## config.mk

```make
export PLATFORM = sky130hd
export DESIGN_NAME = mem_arbiter
export DESIGN_NICKNAME = d
export VERILOG_FILES = /design/src/rtl/mem_arbiter_pkg.sv /design/src/rtl/mem_arbiter_arb_select.sv /design/src/rtl/mem_arbiter.sv
export SDC_FILE = /design/constraint.sdc
export NUM_CORES = 1
export LEC_CHECK = 0
export ABC_AREA = 1
export BUFFER_PORTS_ARGS = -buffer_cell sky130_fd_sc_hd__buf_2
export CAP_MARGIN = 10
export CELL_PAD_IN_SITES_DETAIL_PLACEMENT = 0
export CELL_PAD_IN_SITES_GLOBAL_PLACEMENT = 2
export CORE_MARGIN = 2
export CORE_UTILIZATION = 10
export CTS_CLUSTER_DIAMETER = 30
export DETAILED_ROUTE_END_ITERATION = 7
export GPL_TIMING_DRIVEN = 1
export PLACE_DENSITY_LB_ADDON = 0.1
export SYNTH_ARGS = -nofsm -noshare
export SYNTH_HDL_FRONTEND = slang
export SYNTH_SLANG_ARGS = --single-unit
```

## constraint.sdc

```tcl
create_clock -name clk -period 2.08 [get_ports clk]
set_input_delay 0.416 -clock clk [delete_from_list [all_inputs] [get_ports clk]]
set_output_delay 0.416 -clock clk [all_outputs]
set_load 0.02 [all_outputs]
```

## src/rtl/mem_arbiter_pkg.sv

```systemverilog
// Shared definitions for the two-master memory arbiter: state encodings and default bus widths.
package mem_arbiter_pkg;

    localparam int unsigned DEF_ADDR_W = 32;
    localparam int unsigned DEF_DATA_W = 32;

    typedef enum logic [1:0] {
        IDLE = 2'd0,
        GNT0 = 2'd1,
        GNT1 = 2'd2
    } arb_state_e;

endpackage

```

## src/rtl/mem_arbiter_arb_select.sv

```systemverilog
// Winner selection for two requesters.
// MEM_ARBITER_ROUND_ROBIN_EN: ties go to the master that did not win last;
// otherwise m0 always wins a tie.
module arb_select (
    input  logic req0,
    input  logic req1,
    input  logic last_winner,
    output logic winner
);

    // A sole requester wins; a tie is resolved by the configured policy.
    always_comb begin
        winner = ~req0;
`ifdef MEM_ARBITER_ROUND_ROBIN_EN
        if (req0 && req1) begin
            winner = ~last_winner;
        end
`else
        if (req0 && req1) begin
            winner = 1'b0;
        end
`endif
    end

`ifndef MEM_ARBITER_ROUND_ROBIN_EN
    // Fixed priority has no history; the input is kept for a uniform interface.
    logic unused_last_winner;
    assign unused_last_winner = last_winner;
`endif

endmodule

```

## src/rtl/mem_arbiter.sv

```systemverilog
// Two-master to one-slave memory arbiter (m0 = CPU, m1 = second requester).
// Optional feature macro: MEM_ARBITER_ROUND_ROBIN_EN (round-robin on ties,
// default is fixed priority to m0).
module mem_arbiter
    import mem_arbiter_pkg::*;
#(
    parameter int unsigned ADDR_W = DEF_ADDR_W,
    parameter int unsigned DATA_W = DEF_DATA_W
) (
    input  logic                  clk,
    input  logic                  resn,

    input  logic                  m0_valid,
    input  logic                  m0_instr,
    input  logic [ADDR_W-1:0]     m0_addr,
    input  logic [DATA_W-1:0]     m0_wdata,
    input  logic [DATA_W/8-1:0]   m0_wstrb,
    output logic                  m0_ready,
    output logic [DATA_W-1:0]     m0_rdata,

    input  logic                  m1_valid,
    input  logic                  m1_instr,
    input  logic [ADDR_W-1:0]     m1_addr,
    input  logic [DATA_W-1:0]     m1_wdata,
    input  logic [DATA_W/8-1:0]   m1_wstrb,
    output logic                  m1_ready,
    output logic [DATA_W-1:0]     m1_rdata,

    output logic                  s_valid,
    output logic                  s_instr,
    output logic [ADDR_W-1:0]     s_addr,
    output logic [DATA_W-1:0]     s_wdata,
    output logic [DATA_W/8-1:0]   s_wstrb,
    input  logic                  s_ready,
    input  logic [DATA_W-1:0]     s_rdata,

    output logic [1:0]            grant
);

    arb_state_e state_q, state_d;
    logic       winner_c;
    logic       last_winner_c;

`ifdef MEM_ARBITER_ROUND_ROBIN_EN
    logic last_winner_q, last_winner_d;

    // Last-winner history; reset favours m0 on the first tie.
    always_ff @(posedge clk) begin
        if (!resn) begin
            last_winner_q <= 1'b1;
        end else begin
            last_winner_q <= last_winner_d;
        end
    end

    assign last_winner_c = last_winner_q;
`else
    assign last_winner_c = 1'b1;
`endif

    arb_select u_arb_select (
        .req0        (m0_valid),
        .req1        (m1_valid),
        .last_winner (last_winner_c),
        .winner      (winner_c)
    );

    // State register.
    always_ff @(posedge clk) begin
        if (!resn) begin
            state_q <= IDLE;
        end else begin
            state_q <= state_d;
        end
    end

    // Next state, slave-side mux and completion routing; everything is masked while in reset.
    always_comb begin
        state_d  = state_q;
`ifdef MEM_ARBITER_ROUND_ROBIN_EN
        last_winner_d = last_winner_q;
`endif
        s_valid  = 1'b0;
        s_instr  = 1'b0;
        s_addr   = '0;
        s_wdata  = '0;
        s_wstrb  = '0;
        m0_ready = 1'b0;
        m0_rdata = '0;
        m1_ready = 1'b0;
        m1_rdata = '0;
        grant    = 2'b00;

        if (resn) begin
            case (state_q)
                IDLE: begin
                    if (m0_valid || m1_valid) begin
                        state_d = winner_c ? GNT1 : GNT0;
`ifdef MEM_ARBITER_ROUND_ROBIN_EN
                        last_winner_d = winner_c;
`endif
                    end
                end
                GNT0: begin
                    grant   = 2'b01;
                    s_valid = m0_valid;
                    s_instr = m0_instr;
                    s_addr  = m0_addr;
                    s_wdata = m0_wdata;
                    s_wstrb = m0_wstrb;
                    if (!m0_valid) begin
                        state_d = IDLE;
                    end else if (s_ready) begin
                        m0_ready = 1'b1;
                        m0_rdata = s_rdata;
                        state_d  = IDLE;
                    end
                end
                GNT1: begin
                    grant   = 2'b10;
                    s_valid = m1_valid;
                    s_instr = m1_instr;
                    s_addr  = m1_addr;
                    s_wdata = m1_wdata;
                    s_wstrb = m1_wstrb;
                    if (!m1_valid) begin
                        state_d = IDLE;
                    end else if (s_ready) begin
                        m1_ready = 1'b1;
                        m1_rdata = s_rdata;
                        state_d  = IDLE;
                    end
                end
                default: begin
                    state_d = IDLE;
                end
            endcase
        end
    end

endmodule

```

Word-level counts from Yosys, hierarchy flattened
Cells that the tools add are included.
{ "totals": {"output_inout_bits": 138, "reg_bits": 2, "word_cells": 41} }
{ "classes": {"eq_ne": 3, "bitwise_logic": 1, "reduce_logical": 3, "n_mux": 33} }
{ "ops": {"columns": ["cell", "n"], "rows": [
  ["32-bit 2-to-1 mux", 9],
  ["32-bit case mux with 2 select lines", 2],
  ["2-bit 2-to-1 mux", 6],
  ["1-bit 2-to-1 mux", 10],
  ["4-bit case mux with 2 select lines", 1],
  ["2-bit case mux with 3 select lines", 1],
  ["4-bit 2-to-1 mux", 1],
  ["1-bit case mux with 2 select lines", 2],
  ["2-bit case mux with 2 select lines", 1],
  ["2-bit by 1-bit == test with 1-bit output (second input constant)", 1],
  ["2-bit == test (second input constant)", 1],
  ["2-bit logical NOT", 1],
  ["2-bit inequality test (second input constant)", 1],
  ["1-bit logical AND", 1],
  ["1-bit logical OR", 1],
  ["1-bit inverter", 1]
]} }

Logic depth before layout (Yosys ltp)
{ "depth": {"word_depth": 5, "depth_mapped": 9, "depth_no_buf": 8} }

Hierarchy
From an unflattened synthesis, not the netlist that was laid out.
{ "hier_totals": {"hier_cells": 378, "hier_area_um2": 1674.1} }
{ "modules_own_cells": {"columns": ["module", "instances", "cells_per_inst", "area_per_inst_um2"], "rows": [
  ["mem_arbiter", 1, 377, 1670.4],
  ["arb_select", 1, 1, 3.8]
]} }

Worst setup path after synthesis
OpenSTA, ideal clock, no wires.
{ "synth_timing": {"path_kind": "register to output", "from": "reg state_q[1]", "to": "out m0_rdata[11]", "arrival_ps": 1491, "required_time_ps": 1664, "setup_slack_ps": 173, "stages_incl_launch_ff": 9, "path_cell_list": "dfxtp_1 inv_1 ha_1 buf_2 nand2_1 nor2_4 inv_2 buf_6 nor2_1"} }
{ "synth_between": {"elab_chain_cells": 3} }
{ "synth_rtl": {"columns": ["item", "line", "text"], "rows": [
  ["from (decl)", "mem_arbiter.sv:40", "arb_state_e state_q, state_d;"],
  ["from (signal assigned)", "mem_arbiter.sv:73", "state_q <= state_d;"],
  ["2-bit by 1-bit == test with 1-bit output", "mem_arbiter.sv:95", "case (state_q)"],
  ["32-bit 2-to-1 mux", "mem_arbiter.sv:95", null],
  ["32-bit 2-to-1 mux", "mem_arbiter.sv:94", "if (resn) begin"],
  ["to (decl)", "mem_arbiter.sv:19", "output logic [DATA_W-1:0] m0_rdata,"]
]} }
No other way between the ends.

Worst setup path after layout
{ "layout_timing": {"from": "reg state_q[1]", "to": "out s_valid"} }
{ "layout_between": {"elab_chain_cells": 3} }
{ "layout_rtl": {"columns": ["item", "line", "text"], "rows": [
  ["2-bit == test or 2-bit by 1-bit == test with 1-bit output (tied branches)", "mem_arbiter.sv:95", null],
  ["1-bit case mux with 2 select lines *", "mem_arbiter.sv:95", null],
  ["1-bit 2-to-1 mux *", "mem_arbiter.sv:94", null],
  ["to (decl)", "mem_arbiter.sv:29", "output logic s_valid,"]
]} }
Mark *: on every way between the ends. The rest lies on a longest branch, timed or not.

==> key figures <==
Synthesis
  – Syn Nets: 556
  – Mapped Area: 1680 um^2
  – Post-Syn Instances: 376
  – Synth cell types: 15
  – YS warnings: 0
  – Ranking of synthesized cells by area: nand2_1 (34%), a21oi_1 (22%), nor2_1 (13%)
  – Area leader, netlist: nand2_1
  – Sequential-to-total area share from yosys stat: 2.38%
  – FF+latch count, synth: 2
  – Yosys top cell area share: 34.3%
  – Mean Syn Cell Area: 4.48 um^2

Detailed routing
  – Final WL: 11,200 um
  – Wl on met1: 3960 um
  – Highest routed layer: met5
  – Met3 WL: 1080 um
  – Vias/cell: 3.78
  – Met2 wire length: 6070 um
  – ANT nets after route: 0
  – DRT iter0 DRCs: 87
  – First-pass iteration count of the detailed router: 4
  – # DRC: 0
  – Routed length per instance: 12.5 um
  – Vias: 3,377

Critical path
  – CP Capture Type: primary output
  – Worst setup SP type: flop
  – Crit Path Class: flop to primary output
  – Worst EP required: 1.66 ns
  – Worst-path maximum fanout: 35
  – Crit path arrival time: 1.59 ns

Die
  – Die ar.: 17,900 um^2
  – Core box area: 16,500 um^2
  – Rows: 47
  – Starting Density: 10.2%
  – I/O pin total: 313
  – Die height: 134 um
  – Die width: 134 um

Clock network
  – Clock Sinks: 2
  – Bufs on Longest Clock Path: 2
  – CTS clock-pin slew for the worst setup and hold paths: 0.03 ns
  – TritonCTS clock tree: yes
  – H-tree Lvls: 1
  – CTS Hold Buffers Added: 0
  – Worst-Skew Late Latency: 0.22 ns
  – TritonCTS buffer count: 3
  – Root Driver: clkbuf_16
  – Post-CTS Setup Repair Bufs: 0

Finish
  – Final core utilization: 23.0%
  – Area grow syn2layout: 126%
  – Layout cells sized above 1: 54.1%
  – Largest Register: state_q
  – Number of flip-flops in the largest register: 2
  – Nets@finish: 855
  – Antenna diodes: 0
  – Final Instance Area: 3800 um^2
  – Commonest cells after routing, fill and taps aside: buf_2 (264), nand2_1 (152), a21oi_1 (60), nor2_1 (57), buf_4 (53)
  – Commonest non-fill, non-tap cell in the layout: buf_2
  – Biggest regs: state_q (2)

STA
  – Min Tclk post-route: 2.01 ns
  – Layout Skew: 0.00189 ns
  – Final setup violating endpoints: 0
  – Fin. max-slew vios: 0
  – Final Cycle Share: 96.7%
  – Worst-margin pin slew: 0.244 ns
  – Fmax: 0.497 GHz
  – RSZ-0062 raised after global routing: true
  – Fin Setup TNS: 0 ns
  – Rel. slew slack: 83.6%
  – Final Hold Vio Count: 0

Run status
  – Status: completed

GRT
  – Antenna violations before repair: 2
  – Pin count of the biggest net entering global routing: 71
  – Gr ovfl total: 0
  – Vias in the first global route: 3,025
  – Total GRT Usage: 10.7%
  – First-pass GRT wire length: 15,300 um

Place
  – HPWL after DPL: 8760 um
  – GPL Wtd Cong: 0.802
  – Placed Area: 3490 um^2
  – I/O Buffers: 312

Power and ir drop
  – Pwr dens: 254 nW/um^2
  – Total power: 0.000964 W
  – P_leak: 2.19 nW
  – Max IR drop VDD: 0.000201 V

Worst hold path
  – Worst min path class: flop to flop

Job
  – Max Cap Violations: 0
## routing by layer
metal / vias up / GRT usage [%]
li1: 1733 / -
met1: 1453 / 10.8
met2: 179 / 21.4
met3: 8 / 3.25
met4: 4 / 2.25
met5: - / 0
## cells in the mapped netlist
cell type	instances
a21oi_1	73
buf_2	9
buf_6	6
clkbuf_1	14
dfxtp_1	2
ha_1	5
inv_1	38
inv_2	2
nand2_1	154
nand2_2	2
nor2_1	57
nor2_2	10
nor2_4	2
nor3_1	1
or2_2	1
## timing repair
item | in CTS | in global routing
resized for setup | 6 | 69
endpoints found under the setup margin | 94 | 101
gates cloned | 0 | 1
## cell families after synthesis
family / Yosys count / share of synthesized area (%)
AND/OR/NAND/NOR: 227 / 53.5
AO/OA/AOI/OAI: 73 / 21.7
buffers and inverters: 69 / 18.7
adder cells (fa/ha/maj): 5 / 3.71
flip-flops: 2 / 2.38
## metrics by stage
stage               worst slack (ns)  std cells  hold slack, ns
global route                 -0.0375        893           0.557
floorplan                      0.173        376           0.473
detailed placement            0.0935        889           0.515
finish                        0.0694        893           0.526
CTS                          0.00199        892           0.518
global placement              0.0569        889           0.510
## report_power, final
part	total (W)	leakage [nW]	switching [W]	internal (W)
sequential	0.0000501	0.0175	0.00000730	0.0000428
clock	0.000284	0.0370	0.0000394	0.000244
combinational	0.000631	2.13	0.000366	0.000265
## path summary, 6_finish.rpt
check	to	startpoint	slack, ns	cells after the start
worst min register to register	state_q[1]	state_q[1]	0.53	2
worst max register to register	state_q[1]	state_q[0]	0.78	7
worst max-delay path	s_valid	state_q[1]	0.07	6
worst min-delay path	state_q[1]	state_q[1]	0.53	2
## layout make-up
type                       count  area [um^2]
clock buffer                   3         75.1
fill                        1950        12700
inverter                      40          160
multi-input combinational    305         1410
sequential                     2         45.0
tap                          220          275
timing repair buffer         323         1840
## worst max-delay path, cell delays in order (launching register included)
cell and delay (ns):
dfxtp_2 0.39, inv_4 0.06, ha_1 0.29, nand2_2 0.09
buf_12 0.19, a21oi_1 0.18, buf_4 0.18
No activity file was read; power rests on OpenSTA's default activity.
